==> src/rtl/sap1_pkg.sv <==
// Shared definitions for the SAP-1 style machine: RAM geometry, the
// program/execution mode encoding seen by the controller, and the
// program loader state encoding.
package sap1_pkg;

  localparam int RAM_ADDR_W = 4;
  localparam int RAM_DATA_W = 8;
  localparam int RAM_DEPTH  = 1 << RAM_ADDR_W;

  // o_program_mode encoding: 0 keeps the CPU halted, 1 lets it run.
  localparam logic PROGRAM_MODE = 1'b0;
  localparam logic EXEC_MODE    = 1'b1;

  typedef enum logic [2:0] {
    LD_IDLE,
    LD_RECV,
    LD_WRITE,
    LD_CLEAR,
    LD_DONE
  } loader_state_e;

endpackage

==> src/rtl/program_loader.sv <==
// Program loader: takes an image over a valid/ready byte stream, writes it
// to consecutive RAM addresses starting at 0, optionally zero-fills the
// remaining addresses, then releases the CPU into execution mode.
//
// Ports:
//   i_clk, i_reset_n          clock, asynchronous active-low reset
//   i_start                   one-cycle request to begin a load (IDLE/DONE)
//   i_data, i_valid, i_last   byte stream in; i_last marks the final byte
//   o_ready                   a byte is accepted this cycle if i_valid
//   o_ram_addr/data/write     RAM write port, one word per strobe cycle
//   o_program_mode            PROGRAM_MODE while loading, EXEC_MODE when done
//   o_busy, o_done            load in progress / image loaded
//   o_overflow                image ran past the last address without i_last
module program_loader
  import sap1_pkg::*;
#(
  parameter int ADDR_WIDTH = RAM_ADDR_W,
  parameter int DATA_WIDTH = RAM_DATA_W,
  parameter bit CLEAR_REST = 1'b1
) (
  input  logic                  i_clk,
  input  logic                  i_reset_n,
  input  logic                  i_start,
  input  logic [DATA_WIDTH-1:0] i_data,
  input  logic                  i_valid,
  input  logic                  i_last,
  output logic                  o_ready,
  output logic [ADDR_WIDTH-1:0] o_ram_addr,
  output logic [DATA_WIDTH-1:0] o_ram_data,
  output logic                  o_ram_write,
  output logic                  o_program_mode,
  output logic                  o_busy,
  output logic                  o_done,
  output logic                  o_overflow
);

  localparam logic [ADDR_WIDTH-1:0] LAST_ADDR = {ADDR_WIDTH{1'b1}};

  loader_state_e         state_q, state_d;
  logic [ADDR_WIDTH-1:0] addr_q,  addr_d;
  logic [DATA_WIDTH-1:0] data_q,  data_d;
  logic                  last_q,  last_d;
  logic                  ovf_q,   ovf_d;
  logic                  ready_q, ready_d;
  logic                  write_q, write_d;
  logic                  pmode_q, pmode_d;
  logic                  busy_q,  busy_d;
  logic                  done_q,  done_d;

  always_comb begin
    // NOTE: every signal gets a default first so no path leaves one
    // unassigned; that is what keeps this block from inferring latches.
    state_d = state_q;
    addr_d  = addr_q;
    data_d  = data_q;
    last_d  = last_q;
    ovf_d   = ovf_q;

    unique case (state_q)
      LD_IDLE, LD_DONE: begin
        if (i_start) begin
          state_d = LD_RECV;
          addr_d  = '0;
          ovf_d   = 1'b0;
        end
      end
      LD_RECV: begin
        if (i_valid && ready_q) begin
          data_d  = i_data;
          last_d  = i_last;
          state_d = LD_WRITE;
        end
      end
      LD_WRITE: begin
        if (last_q) begin
          if (CLEAR_REST && (addr_q != LAST_ADDR)) begin
            state_d = LD_CLEAR;
            addr_d  = addr_q + 1'b1;
            data_d  = '0;
          end else begin
            state_d = LD_DONE;
          end
        end else if (addr_q == LAST_ADDR) begin
          // Image filled the RAM without a final byte: stop rather than wrap.
          state_d = LD_DONE;
          ovf_d   = 1'b1;
        end else begin
          state_d = LD_RECV;
          addr_d  = addr_q + 1'b1;
        end
      end
      LD_CLEAR: begin
        if (addr_q == LAST_ADDR) begin
          state_d = LD_DONE;
        end else begin
          addr_d = addr_q + 1'b1;
        end
      end
      default: state_d = LD_IDLE;
    endcase

    // Outputs are decoded from the next state and registered, so they only
    // ever depend on state and never combinationally on the inputs.
    ready_d = (state_d == LD_RECV);
    write_d = (state_d == LD_WRITE) || (state_d == LD_CLEAR);
    busy_d  = (state_d == LD_RECV) || (state_d == LD_WRITE) || (state_d == LD_CLEAR);
    done_d  = (state_d == LD_DONE);
    pmode_d = (state_d == LD_DONE) ? EXEC_MODE : PROGRAM_MODE;
  end

  // NOTE: state uses non-blocking assignments so every flop samples the
  // pre-edge values; blocking here would create order-dependent races.
  always_ff @(posedge i_clk or negedge i_reset_n) begin
    if (!i_reset_n) begin
      state_q <= LD_IDLE;
      addr_q  <= '0;
      data_q  <= '0;
      last_q  <= 1'b0;
      ovf_q   <= 1'b0;
      ready_q <= 1'b0;
      write_q <= 1'b0;
      pmode_q <= PROGRAM_MODE;
      busy_q  <= 1'b0;
      done_q  <= 1'b0;
    end else begin
      state_q <= state_d;
      addr_q  <= addr_d;
      data_q  <= data_d;
      last_q  <= last_d;
      ovf_q   <= ovf_d;
      ready_q <= ready_d;
      write_q <= write_d;
      pmode_q <= pmode_d;
      busy_q  <= busy_d;
      done_q  <= done_d;
    end
  end

  assign o_ready        = ready_q;
  assign o_ram_addr     = addr_q;
  assign o_ram_data     = data_q;
  assign o_ram_write    = write_q;
  assign o_program_mode = pmode_q;
  assign o_busy         = busy_q;
  assign o_done         = done_q;
  assign o_overflow     = ovf_q;

endmodule

==> config.mk <==
export PLATFORM = sky130hd
export DESIGN_NAME = program_loader
export DESIGN_NICKNAME = d
export VERILOG_FILES = /design/src/rtl/sap1_pkg.sv /design/src/rtl/program_loader.sv
export SDC_FILE = /design/constraint.sdc
export NUM_CORES = 1
export LEC_CHECK = 0
export ABC_CLOCK_PERIOD_IN_PS = 2700
export CAP_MARGIN = 20
export CORE_MARGIN = 2
export CORE_UTILIZATION = 45
export CTS_CLUSTER_DIAMETER = 200
export CTS_CLUSTER_SIZE = 24
export DETAILED_ROUTE_END_ITERATION = 6
export GPL_ROUTABILITY_DRIVEN = 0
export PLACE_DENSITY = 0.84
export SLEW_MARGIN = 30
export SYNTH_ARGS = -nofsm -noshare
export SYNTH_HDL_FRONTEND = slang
export SYNTH_SLANG_ARGS = --single-unit
==> constraint.sdc <==
create_clock -name i_clk -period 2.7 [get_ports i_clk]
set_input_delay 0.675 -clock i_clk [delete_from_list [all_inputs] [get_ports i_clk]]
set_output_delay 0.675 -clock i_clk [all_outputs]
set_load 0.02 [all_outputs]
# ---- Word level (Yosys, flattened, before mapping)
# Index checks and enable logic that the tools add are counted.
dict set report totals {
  reg_bits 22
  latchBits 0
  mem_bits_rw 0
  romBits 0
  inputBits 13
  wordCells 62
  memories 0
}
dict set report classes {
  add_sub_neg 1
  mul 0
  n_div 0
  n_lt_le_gt_ge 0
  n_eq_ne 17
  n_shift 0
  muxes 21
  n_bitwise 0
  reduce_logical 13
}
# operator count
set ops {}
lappend ops {{8-bit 2-to-1 mux} 3}
lappend ops {{3-bit 2-to-1 mux} 6}
lappend ops {{4-bit 2-to-1 mux} 4}
lappend ops {{8-bit case mux with 2 select lines} 1}
lappend ops {{3-bit by 2-bit == test with 1-bit output (second input constant)} 4}
lappend ops {{2-bit != test (second input constant)} 6}
lappend ops {{3-bit case mux with 4 select lines} 1}
lappend ops {{4-bit case mux with 3 select lines} 1}
lappend ops {{4-bit AND reduction} 2}
lappend ops {{3-bit by 1-bit == test with 1-bit output (second input constant)} 2}
lappend ops {{3-bit == test (second input constant)} 2}
lappend ops {{4-bit by 1-bit adder with 4-bit output (second input constant)} 1}
lappend ops {{4-bit == test (second input constant)} 1}
lappend ops {{1-bit 2-to-1 mux} 4}
lappend ops {{4-bit != test (second input constant)} 1}
lappend ops {{2-bit nonzero test} 2}
lappend ops {{3-bit zero test} 1}
lappend ops {{1-bit logical OR} 3}
lappend ops {{3-bit != test (second input constant)} 1}
lappend ops {{3-bit AND reduction} 1}
lappend ops {{3-bit nonzero test} 1}
lappend ops {{1-bit case mux with 2 select lines} 1}
lappend ops {{2-bit AND reduction} 1}
lappend ops {{2-bit OR reduction} 1}
lappend ops {{1-bit logical AND} 1}

# ---- Depth between registers and ports, before layout
dict set report depth {
  depth_word 7
  mapped_depth 5
  ltp_nobuf 4
}

# ---- Least setup slack after synthesis
# Ideal clock, no wire load.
dict set report synth_timing {
  path_kind {reg2reg}
  startpoint {reg addr_q[0] (netlist: o_ram_addr[0])}
  endpoint {reg addr_q[0] (netlist: o_ram_addr[0])}
  setup_time_ns 0.132
  arrival_ns 1.346
  slack_ns 1.222
  stages_incl_launch_ff 6
  n_path_buf 1
  synth_period_minus_slack_ns 1.478
  path_cell_list {dfrtp_1 -> ha_1 -> and3_1 -> clkbuf_1 -> o211ai_1 -> o21ai_1}
}
dict set report synth_via {
  elab_chain_cells 4
  word_cells_on_any_way 9
  classes_between {add/sub (1); eq/ne (3); mux (4); reduce/logical (1)}
}
# item line_no
set synth_rtl {}
lappend synth_rtl {{start: declaration} program_loader.sv:40} ;# logic [ADDR_WIDTH-1:0] addr_q, addr_d;
lappend synth_rtl {{start signal: assignment} program_loader.sv:127} ;# addr_q <= addr_d;
lappend synth_rtl {{4-bit by 1-bit adder with 4-bit output or 4-bit == test (tied branches)} --}
lappend synth_rtl {{4-bit 2-to-1 mux (on tied branches)} {program_loader.sv:83, program_loader.sv:93, program_loader.sv:76}}
lappend synth_rtl {{4-bit 2-to-1 mux} program_loader.sv:75} ;# if (last_q) begin
lappend synth_rtl {{4-bit case mux with 3 select lines} program_loader.sv:59} ;# unique case (state_q)
# Parallel ways exist; a longest one is shown, timed or not. The select of a mux whose other input is x is not followed.
# A chain may end at the register's enable or synchronous reset.

# ---- Worst setup path after layout
dict set report layout_timing {
  startpoint {reg addr_q[2] (netlist: o_ram_addr[2])}
  endpoint {out o_ram_addr[2]}
}
# item line_no
set layout_rtl {}
lappend layout_rtl {{end: declaration} program_loader.sv:28} ;# output logic [ADDR_WIDTH-1:0] o_ram_addr,
# No word-level cell between the ends.

==> qor.csv <==
metric,value,unit
status,finished clean,
grt_max_degree,22,
path_cells,clkdlybuf4s50_1,
cts.hold.buffers_added,0,
r2r-start,o_ram_addr[0]$_DFFE_PN0P_,
pre_cts_ws,0.765,ns
arrival,1.41,ns
io_pins,31,
cap_violations,0,
die_h,50.4,um
syn-num-nets,105,
ys_ff_latch,21,
finalSetupTns,0,ns
rows,16,
post-cts-setup-buffers,0,
tightest_slew,0.442,ns
antenna_found_initial,0,
fin_cells,150,
r2r_end,o_ram_data[5]$_DFFE_PN0P_,
fp.dieW,50.4,um
track_usage,19.6,%
cts_tree,done,
period_needed,2.09,ns
clock_sinks,21,
initial_core_util,48.4,%
crit_family,buffers and inverters,
post_cts_resized,0,
ys_warn_count,0,
syn_area_per_cell,10.7,um^2
max_slew_margin,70.5,%
syn_to_final_growth,35.6,%
crit_buf_inv,1,
cp.required,2.03,ns
hold_depth,1,
synth_edf_count,0,
final_nets,138,
ir_drop,0.000627,V
setup_viol,0,
hold_end,last_q$_DFFE_PN0P_,
fin_area,1320,um^2
syn_area,970,um^2
fin_skew,0.00233,ns
ctsHtreeMaxLevel,1,
setup_slack,0.614,ns
clk_latency,0.30,ns
critPathMaxStageDelay,0.64,ns
wire_per_inst,13.6,um
p_leak,0.625,nW
root_buffer,clkbuf_4,
synthCells,91,
r2r_cells,4,
vias,807,
post-route-period-util,77.3,%
grt_overflow,0,
io_buffers,30,
hpwl,1550,um
grt_pass1_vias,872,
drive_above_1_share,5.69,%
drt-total-wl,2040,um
drt_first_pass_iters,4,
drc_errors,0,
coreArea,2000,um^2
start_kind,flop,
cts.path.max_buffers,2,
layout_commonest_cell,clkdlybuf4s50_1,
via_per_inst,5.38,
slew_violations,0,
hold_class,reg -> reg,
dp_cells,146,
finalHoldViolCount,0,
seq_area_frac_synth,54.2,%
crit_type,reg -> out,
drt_iter0_drc,6,
final_cell_mix,"clkdlybuf4s50_1 (30), dfrtp_1 (21), o21ai_0 (12)",
diodes,0,
worstPathMaxFanout,8,
place_area,1290,um^2
power.density,996,nW/um^2
synthArstFlopShare,100,%
ys.flop_type,dfrtp_1,
rsz0062_at_grt,no,
dieArea,2540,um^2
clk_pin_slew,0.11,ns
cts-buffers-inserted,3,
crit_slowest_cell,clkdlybuf4s50_1,
max_freq,479,MHz
holdCritStartpoint,last_q$_DFFE_PN0P_,
ant_nets,0,
ff2ff_setup_slack,1.16,ns
endpoint_kind,primary output,
grt_pass1_wl,3750,um
synth_cell_types,30,
state kept, by name, summed over array words and instances (netlist names):
name and cells:
o_overflow 1, o_done 1, o_ready 1, o_ram_addr 4, o_ram_data 8, state_q 3, o_ram_write 1, o_busy 1
last_q 1
Yosys cell counts (2+ instances only):
master / count / share of area [%]
nor3_1: 4 / 2.1
o21ai_0: 12 / 6.2
nand2_1: 6 / 2.3
a21oi_1: 2 / 1.0
dfrtp_1: 21 / 54
nand3_1: 3 / 1.5
buf_4: 2 / 1.5
and3_1: 2 / 1.3
inv_1: 8 / 3.1
mux2i_1: 8 / 8.3
nor2_1: 4 / 1.5
routing by layer:
layer  GRT usage, %  part of all wire (%)  up-vias
li1               -                     -      387
met1           22.1                    41      380
met2           35.3                    50       35
met3           4.17                   6.8        5
met4           9.01                   2.3        0
met5              0                     0        -
cells by family (layout without fill, tap and decap cells):
kind of cell | count (synthesis) | in the layout | synth area share, %
DFF | 21 | 21 | 54.2
buffers and inverters | 12 | 44 | 6.19
and+or+nand+nor | 26 | 26 | 15.0
adders and majority gates | 1 | 1 | 1.29
AOI/OAI and AO/OA | 22 | 22 | 13.5
muxes | 9 | 9 | 9.81
worst max-delay path by stage:
stage | slack (ns) | end | depth (start not counted) | start
after global routing | 0.53 | o_ram_addr[2] | 1 | o_ram_addr[2]$_DFFE_PN0P_
after CTS | 0.60 | o_ram_addr[2] | 1 | o_ram_addr[2]$_DFFE_PN0P_
after floorplan | 1.22 | o_ram_addr[0]$_DFFE_PN0P_ | 5 | o_ram_addr[0]$_DFFE_PN0P_
after global placement | 0.79 | o_ram_addr[1]$_DFFE_PN0P_ | 3 | i_start
final | 0.61 | o_ram_addr[2] | 1 | o_ram_addr[2]$_DFFE_PN0P_
after detailed placement | 0.76 | o_ready$_DFF_PN0_ | 4 | i_start
cell type report:
class	count	area, um^2
multi-input cells	58	384
flip-flops and latches	21	526
clock buffers	4	26.3
fillers	172	687
inverters	8	30.0
repair buffers	32	315
well taps	27	33.8
report_power, final:
part           internal (W)  switching (W)
registers          0.000434       0.000101
logic              0.000310       0.000315
clock network     0.0000577      0.0000922
metrics by stage:
step	utilization [%]	hold WS [ns]	power (W)
floorplan	-	0.379	0.000892
global placement	64.4	0.515	0.00114
detailed placement	64.4	0.531	0.00117
CTS	65.7	0.556	0.00132
global route	65.7	0.588	0.00141
finish	65.7	0.553	0.00131
No activity file was read; power rests on OpenSTA's default activity.
